==> config.mk <==
export PLATFORM = sky130hd
export DESIGN_NAME = maple_transmitter
export DESIGN_NICKNAME = d
export VERILOG_FILES = /design/src/rtl/maple_transmitter.sv
export SDC_FILE = /design/constraint.sdc
export NUM_CORES = 1
export LEC_CHECK = 0
export BUFFER_PORTS_ARGS = -buffer_cell sky130_fd_sc_hd__buf_4
export CAP_MARGIN = 40
export CORE_MARGIN = 3
export CORE_UTILIZATION = 40
export CTS_CLUSTER_SIZE = 28
export DETAILED_ROUTE_END_ITERATION = 10
export PLACE_DENSITY = 0.59
export SLEW_MARGIN = 0
export SYNTH_ARGS = -nofsm -noshare
export SYNTH_HDL_FRONTEND = slang
export SYNTH_SLANG_ARGS = --single-unit
==> constraint.sdc <==
create_clock -name clk -period 2.38 [get_ports clk]
set_clock_uncertainty 0.2 [all_clocks]
set_input_delay 0.595 -clock clk [delete_from_list [all_inputs] [get_ports clk]]
set_output_delay 0.595 -clock clk [all_outputs]
set_load 0.01 [all_outputs]
==> src/rtl/maple_transmitter.sv <==
// Maple bus frame transmitter: serializes a valid/ready byte stream onto SDCKA/SDCKB
// using the alternating two-wire clock encoding, with start/end framing and pad output-enable.
module maple_transmitter #(
  parameter int PHASE_CYCLES = 8
) (
  input  logic       clk,
  input  logic       reset,
  input  logic [7:0] tx_data,
  input  logic       tx_last,
  input  logic       tx_valid,
  output logic       tx_ready,
  output logic       sdcka_out,
  output logic       sdckb_out,
  output logic       sdck_oe,
  output logic       busy,
  output logic       tx_done
);

  localparam int            CW       = (PHASE_CYCLES > 1) ? $clog2(PHASE_CYCLES) : 1;
  localparam logic [CW-1:0] CNT_MAX  = CW'(PHASE_CYCLES - 1);
  // The WAIT cycle is the final cycle of bit 0's (1,0) phase, so a byte that is
  // ready immediately costs no extra time; with one-cycle phases WAIT is that whole phase.
  localparam logic [CW-1:0] WAIT_CNT = CW'((PHASE_CYCLES > 1) ? PHASE_CYCLES - 2 : 0);
  localparam logic [1:0]    WAIT_SUB = (PHASE_CYCLES > 1) ? 2'd2 : 2'd1;

  typedef enum logic [2:0] {S_IDLE, S_START, S_BIT, S_WAIT, S_END} state_t;

  state_t        r_state;
  logic [CW-1:0] r_cnt;
  logic [3:0]    r_idx;
  logic [2:0]    r_bit;
  logic [1:0]    r_sub;
  logic [7:0]    r_shift;
  logic          r_last;
  logic          r_a;
  logic          r_b;
  logic          r_active;
  logic          r_done;

  logic          w_accept;
  logic          w_phase_end;
  logic          w_enter_wait;
  logic [3:0]    w_idx_inc;
  logic [2:0]    w_bit_dec;
  logic [1:0]    w_sub_inc;
  logic [CW-1:0] w_cnt_inc;

  // {A,B} for one of the three phases of a bit; odd bits clock on A, even bits on B.
  function automatic logic [1:0] bit_ab(input logic a_clocked, input logic [1:0] sub,
                                        input logic d);
    logic [1:0] ab;
    ab = 2'b11;
    if (a_clocked) begin
      case (sub)
        2'd0:    ab = {1'b1, d};
        2'd1:    ab = {1'b0, d};
        default: ab = 2'b01;
      endcase
    end else begin
      case (sub)
        2'd0:    ab = {d, 1'b1};
        2'd1:    ab = {d, 1'b0};
        default: ab = 2'b10;
      endcase
    end
    return ab;
  endfunction

  function automatic logic [1:0] start_ab(input logic [3:0] idx);
    logic [1:0] ab;
    if (idx == 4'd9)   ab = 2'b11;
    else if (idx[0])   ab = 2'b00;
    else               ab = 2'b01;
    return ab;
  endfunction

  function automatic logic [1:0] end_ab(input logic [2:0] idx);
    logic [1:0] ab;
    if (idx == 3'd4)   ab = 2'b11;
    else if (idx[0])   ab = 2'b10;
    else               ab = 2'b00;
    return ab;
  endfunction

  assign tx_ready     = (r_state == S_IDLE) || (r_state == S_WAIT);
  assign w_accept     = tx_valid && tx_ready;
  assign w_phase_end  = (r_cnt == CNT_MAX);
  assign w_enter_wait = (r_state == S_BIT) && (r_bit == 3'd0) && !r_last &&
                        (r_sub == WAIT_SUB) && (r_cnt == WAIT_CNT);
  assign w_idx_inc    = r_idx + 4'd1;
  assign w_bit_dec    = r_bit - 3'd1;
  assign w_sub_inc    = r_sub + 2'd1;
  assign w_cnt_inc    = r_cnt + CW'(1);

  always_ff @(posedge clk) begin
    if (reset) begin
      r_state  <= S_IDLE;
      r_cnt    <= '0;
      r_idx    <= '0;
      r_bit    <= '0;
      r_sub    <= '0;
      r_shift  <= '0;
      r_last   <= 1'b0;
      r_a      <= 1'b1;
      r_b      <= 1'b1;
      r_active <= 1'b0;
      r_done   <= 1'b0;
    end else begin
      r_done <= 1'b0;
      case (r_state)
        S_IDLE: begin
          if (w_accept) begin
            r_shift      <= tx_data;
            r_last       <= tx_last;
            r_state      <= S_START;
            r_cnt        <= '0;
            r_idx        <= '0;
            {r_a, r_b}   <= 2'b01;
            r_active     <= 1'b1;
          end
        end
        S_START: begin
          if (w_phase_end) begin
            r_cnt <= '0;
            if (r_idx == 4'd9) begin
              r_state    <= S_BIT;
              r_bit      <= 3'd7;
              r_sub      <= 2'd0;
              {r_a, r_b} <= bit_ab(1'b1, 2'd0, r_shift[7]);
            end else begin
              r_idx      <= w_idx_inc;
              {r_a, r_b} <= start_ab(w_idx_inc);
            end
          end else begin
            r_cnt <= w_cnt_inc;
          end
        end
        S_BIT: begin
          if (w_enter_wait) begin
            r_state    <= S_WAIT;
            r_cnt      <= '0;
            {r_a, r_b} <= 2'b10;
          end else if (w_phase_end) begin
            r_cnt <= '0;
            if (r_sub == 2'd2) begin
              // Only the final byte reaches the end of bit 0 here; others divert to WAIT.
              if (r_bit == 3'd0) begin
                r_state    <= S_END;
                r_idx      <= '0;
                {r_a, r_b} <= 2'b00;
              end else begin
                r_bit      <= w_bit_dec;
                r_sub      <= 2'd0;
                r_shift    <= {r_shift[6:0], 1'b0};
                {r_a, r_b} <= bit_ab(w_bit_dec[0], 2'd0, r_shift[6]);
              end
            end else begin
              r_sub      <= w_sub_inc;
              {r_a, r_b} <= bit_ab(r_bit[0], w_sub_inc, r_shift[7]);
            end
          end else begin
            r_cnt <= w_cnt_inc;
          end
        end
        S_WAIT: begin
          if (w_accept) begin
            r_shift    <= tx_data;
            r_last     <= tx_last;
            r_state    <= S_BIT;
            r_bit      <= 3'd7;
            r_sub      <= 2'd0;
            r_cnt      <= '0;
            {r_a, r_b} <= bit_ab(1'b1, 2'd0, tx_data[7]);
          end
        end
        S_END: begin
          if (w_phase_end) begin
            r_cnt <= '0;
            if (r_idx == 4'd4) begin
              r_state    <= S_IDLE;
              r_active   <= 1'b0;
              r_done     <= 1'b1;
              {r_a, r_b} <= 2'b11;
            end else begin
              r_idx      <= w_idx_inc;
              {r_a, r_b} <= end_ab(w_idx_inc[2:0]);
            end
          end else begin
            r_cnt <= w_cnt_inc;
          end
        end
        default: r_state <= S_IDLE;
      endcase
    end
  end

  assign sdcka_out = r_a;
  assign sdckb_out = r_b;
  assign sdck_oe   = r_active;
  assign busy      = r_active;
  assign tx_done   = r_done;

endmodule

After elaboration in Yosys (flattened, before gate mapping) --
Cells that the tools add are included.
Operators by class: add/subtract/negate cells 4, equality and inequality tests 30, multiplexer cells 80, bitwise logic cells 2, reductions and logical operators 28
Operator list (count):
- 2-to-1 mux 3 bit | 20
- 2-to-1 mux 8 bit | 5
- 2-to-1 mux 4 bit | 9
- 2-to-1 mux 2 bit | 12
- 2-to-1 mux 1 bit | 23
- inequality test 2 bit, second input constant | 11
- case mux 3 bit (3 select lines) | 2
- case mux 4 bit (4 select lines) | 1
- case mux 8 bit (2 select lines) | 1
- case mux 3 bit (5 select lines) | 1
- equality test 3 bit, second input constant | 4
- AND reduction 6 bit | 2
- case mux 1 bit (5 select lines) | 2
- AND reduction 10 bit | 1
- AND reduction 9 bit | 1
- equality test 4 bit, second input constant | 2
- case mux 2 bit (2 select lines) | 2
- AND reduction 8 bit | 1
- AND reduction 7 bit | 1
- equality test 3 x 2 -> 1 bit, second input constant | 2
- logical NOT 3 bit | 2
- inequality test 2 x 1 -> 1 bit, second input constant | 3
- inequality test 3 x 2 -> 1 bit, second input constant | 2
- inequality test 3 bit, second input constant | 2
- 23 further kinds | 32
Word-level totals: bits in registers 28, bits of input ports 12, output and inout port bits 6, logic and storage cells 155

Logic depth before layout (Yosys ltp) --
depth after elaboration 8, mapped depth 8, depth with buffers taken out 7

Worst setup path after synthesis --
No wires, ideal clock.
path kind reg2reg, start reg r_cnt[0], end reg r_idx[2], setup time 0.071 ns, arrival time 1.693 ns, data required time 2.109 ns, path slack 0.417 ns, stages on the path, launching flop included 9, buffers on the path 1, clock period less this slack 1.963 ns, path through dfxtp_1 -> ha_1 -> ha_1 -> buf_2 -> nand2_1 -> o211ai_1 -> nand3_1 -> or4_1 -> a21oi_1
Between the ends: word-level cells in the longest chain between the ends 4, elaborated cells on any way between the ends 8, those cells by class eq/ne: 6; reduce/logical: 2
RTL lines:
- start, declared | line 29 | logic [CW-1:0] r_cnt;
- start signal, assigned | line 135 | r_cnt <= w_cnt_inc;
- start signal, assigned | line 162 | r_cnt <= w_cnt_inc;
- start signal, assigned | line 189 | r_cnt <= w_cnt_inc;
- equality test 3 bit | line 89 | (r_sub == WAIT_SUB) && (r_cnt == WAIT_CNT);
- logical AND 1 bit | line 89
- inequality test 2 bit (no line)
- AND reduction 10 bit (no line) *
- end signal, assigned | line 131 | r_idx <= w_idx_inc;
- end signal, assigned | line 185 | r_idx <= w_idx_inc;
- end, declared | line 30 | logic [3:0] r_idx;
Mark *: on every way between the ends. The rest lies on a longest branch, timed or not. A chain may end at the register's enable or synchronous reset.

Worst setup path after layout --
start reg r_state[1], end out tx_ready
Between the ends: word-level cells in the longest chain between the ends 2, elaborated cells on any way between the ends 3, those cells by class eq/ne: 1; reduce/logical: 2
RTL lines:
- start, declared | line 28 | state_t r_state;
- start signal, assigned | line 97 | r_state <= S_IDLE;
- start signal, assigned | line 115 | r_state <= S_START;
- start signal, assigned | line 126 | r_state <= S_BIT;
- equality test 3 x 2 -> 1 bit / logical NOT 3 bit (equally long branches) | line 85 | assign tx_ready = (r_state == S_IDLE) || (r_state == S_WAIT);
- logical OR 1 bit * | line 85
- end, declared | line 11 | output logic tx_ready,
Marks and branches as above.

==> flow_metrics.env <==
export IMPL_cts_setup_buffers=0
export IMPL_stdcell_count=310
export IMPL_rows=24
export IMPL_cts_inserted_buffers=3
export IMPL_drtIter0Drc=164
export IMPL_final_antenna_net_count=0
export IMPL_overflow=0
export IMPL_dp_hpwl_um=3340
export IMPL_final_cell_mix="buf_4 (33), nor2_1 (29), dfxtp_1 (26)"
export IMPL_async_reset_ff_frac=0
export IMPL_dr_total_vias=1769
export IMPL_fin_area_um2=2210
export IMPL_nets=286
export IMPL_synth_top_cell_area_share=0.290
export IMPL_grt_pass1_vias=1585
export IMPL_coreArea_um2=4500
export IMPL_via_per_inst=5.71
export IMPL_clkLatencyLatePin_ps=280
export IMPL_outcome="completed"
export IMPL_post_drt_wl_per_cell_um=14.6
export IMPL_fin_tns_setup_ps=0
export IMPL_slew_headroom=0.699
export IMPL_root_buffer="clkbuf_8"
export IMPL_p_leak_nw=0.883
export IMPL_grt_pass1_wl_um=7780
export IMPL_setup_viol=0
export IMPL_cp_start_kind="register"
export IMPL_areaGrowthSynthToFinish_pct=14.7
export IMPL_synth_cells=236
export IMPL_fmax_ghz=0.444
export IMPL_synth_area_leaders="dfxtp_1 (29%), ha_1 (9.7%), nor2_1 (5.6%), mux2i_1 (4.7%), a211oi_1 (3.5%)"
export IMPL_start_util=0.429
export IMPL_place_ws_ps=206
export IMPL_end_kind="output pin"
export IMPL_fp_dieArea_um2=5700
export IMPL_grt_max_degree=31
export IMPL_worst_ep_required_time_ps=1580
export IMPL_cts_sinks=28
export IMPL_ir_drop_mv=0.498
export IMPL_synth_nets=263
export IMPL_wl_um=4540
export IMPL_numPortBuffers=17
export IMPL_antenna_found_initial=0
export IMPL_synth_top_cell_by_area="dfxtp_1"
export IMPL_die_x_um=75.5
export IMPL_path_max_fanout=17
export IMPL_holdWs_ps=282
export IMPL_period_minus_slack_ps=2250
export IMPL_h_tree_depth=1
export IMPL_drv_slew=0
export IMPL_worst_slew_pin_slew_ps=451
export IMPL_gp_congestion=0.855
export IMPL_yosysSeqAreaShare=0.290
export IMPL_critical_path_arrival_ps=1460
export IMPL_drv_cap=0
export IMPL_hold_viol=0
export IMPL_antennaDiodeCount=0
export IMPL_firstDrtPassIters=4
export IMPL_utilization=0.492
export IMPL_ys_flop_type="dfxtp_1"
export IMPL_rsz0062_at_grt="no"
export IMPL_critical_path_class="register to output pin"
export IMPL_clk_path_buf_depth=2
export IMPL_setup_ws_ps=126
export IMPL_drive_gt1_frac=0.182
export IMPL_p_total_mw=2.21
export IMPL_layout_commonest_cell="buf_4"
export IMPL_pin_count=18
export IMPL_clk_pin_slew_ps=100
export IMPL_drc_errors=0
export IMPL_syn_area_um2=1930
export IMPL_power_density_nw_per_um2=998
export IMPL_synth_seq_cells=28
export IMPL_ys_warn_count=0
export IMPL_placed_area_um2=2150
export IMPL_cts_tree="done"
export IMPL_die_h_um=75.5
export IMPL_synth_distinct_cells=53
export IMPL_avgSynthCellArea_um2=8.18
export IMPL_grt_util_all_layers=0.176
export IMPL_holdCritPathClass="register to register"
export IMPL_synth_edff_count=0
export IMPL_dp_cells=306
export IMPL_min_period_over_period=0.947
-- what timing repair did --
action	CTS	global route
hold buffers	0	0
resized for setup	0	4
endpoints found under the setup margin	0	3
-- worst max-delay path: stages (launching register included) --
cell	delay (ps)
dfxtp_2	430
or2_1	330
a21oi_1	250
buf_4	170
-- metal layers --
metal,GRT usage,vias to the layer above,part of all wire
met1,0.250,813,0.49
met5,0,-,0
met3,0.0369,5,0.064
li1,-,901,-
met4,0.0466,0,0.011
met2,0.270,50,0.43
-- kinds of logic after synthesis --
| family | share of synthesized area |
|---|---|
| xor gates and xnor gates | 0.00907 |
| buffers and inverters | 0.0836 |
| muxes | 0.0467 |
| and+or+nand+nor | 0.200 |
| DFF | 0.290 |
| AOI/OAI and AO/OA | 0.273 |
| adders and majority gates | 0.0972 |
-- sequential cells by signal (all words and copies together) (netlist names) --
signal	cells
r_shift	8
r_idx	4
r_bit	3
r_cnt	3
r_state	3
r_sub	2
busy	1
r_last	1
sdcka_out	1
sdckb_out	1
tx_done	1
-- worst paths after layout --
kind / start / to / slack [ps] / cells after the start
min reg2reg: r_shift[0]$_SDFFE_PP0P_ / r_shift[0]$_SDFFE_PP0P_ / 280 / 2
min: r_shift[0]$_SDFFE_PP0P_ / r_shift[0]$_SDFFE_PP0P_ / 280 / 2
max: r_state[1]$_SDFFE_PP0P_ / tx_ready / 130 / 3
max reg2reg: r_bit[0]$_SDFFE_PP0P_ / sdckb_out$_SDFFE_PP1P_ / 230 / 8
-- report_power, final --
group / leakage (nW) / internal, mW / switching, mW
Clock: 0.0288 / 0.149 / 0.157
Sequential: 0.230 / 0.598 / 0.162
Combinational: 0.625 / 0.522 / 0.622
Total: 0.883 / 1.27 / 0.941
-- area by class of cell --
class / count / area [um2]
tap: 52 / 65.1
multi-input combinational: 175 / 1220
clock buffer: 4 / 55.1
timing repair buffer: 33 / 248
sequential: 28 / 563
fill: 444 / 2290
inverter: 18 / 67.6
-- cells in the mapped netlist, drive strengths merged, types with 3 or more instances --
| cell | number |
|---|---|
| a22oi | 7 |
| nand3b | 3 |
| mux2i | 9 |
| nor2 | 29 |
| a31oi | 4 |
| ha | 15 |
| a21oi | 13 |
| clkbuf | 3 |
| nand2 | 13 |
| nor3 | 3 |
| nand3 | 5 |
| nand2b | 6 |
| o211ai | 3 |
| a211oi | 9 |
| a311oi | 4 |
| nand4 | 4 |
| nor2b | 3 |
| inv | 18 |
| buf | 12 |
| dfxtp | 28 |
| o21ai | 13 |
| or4 | 3 |
No activity file was read; power rests on OpenSTA's default activity.
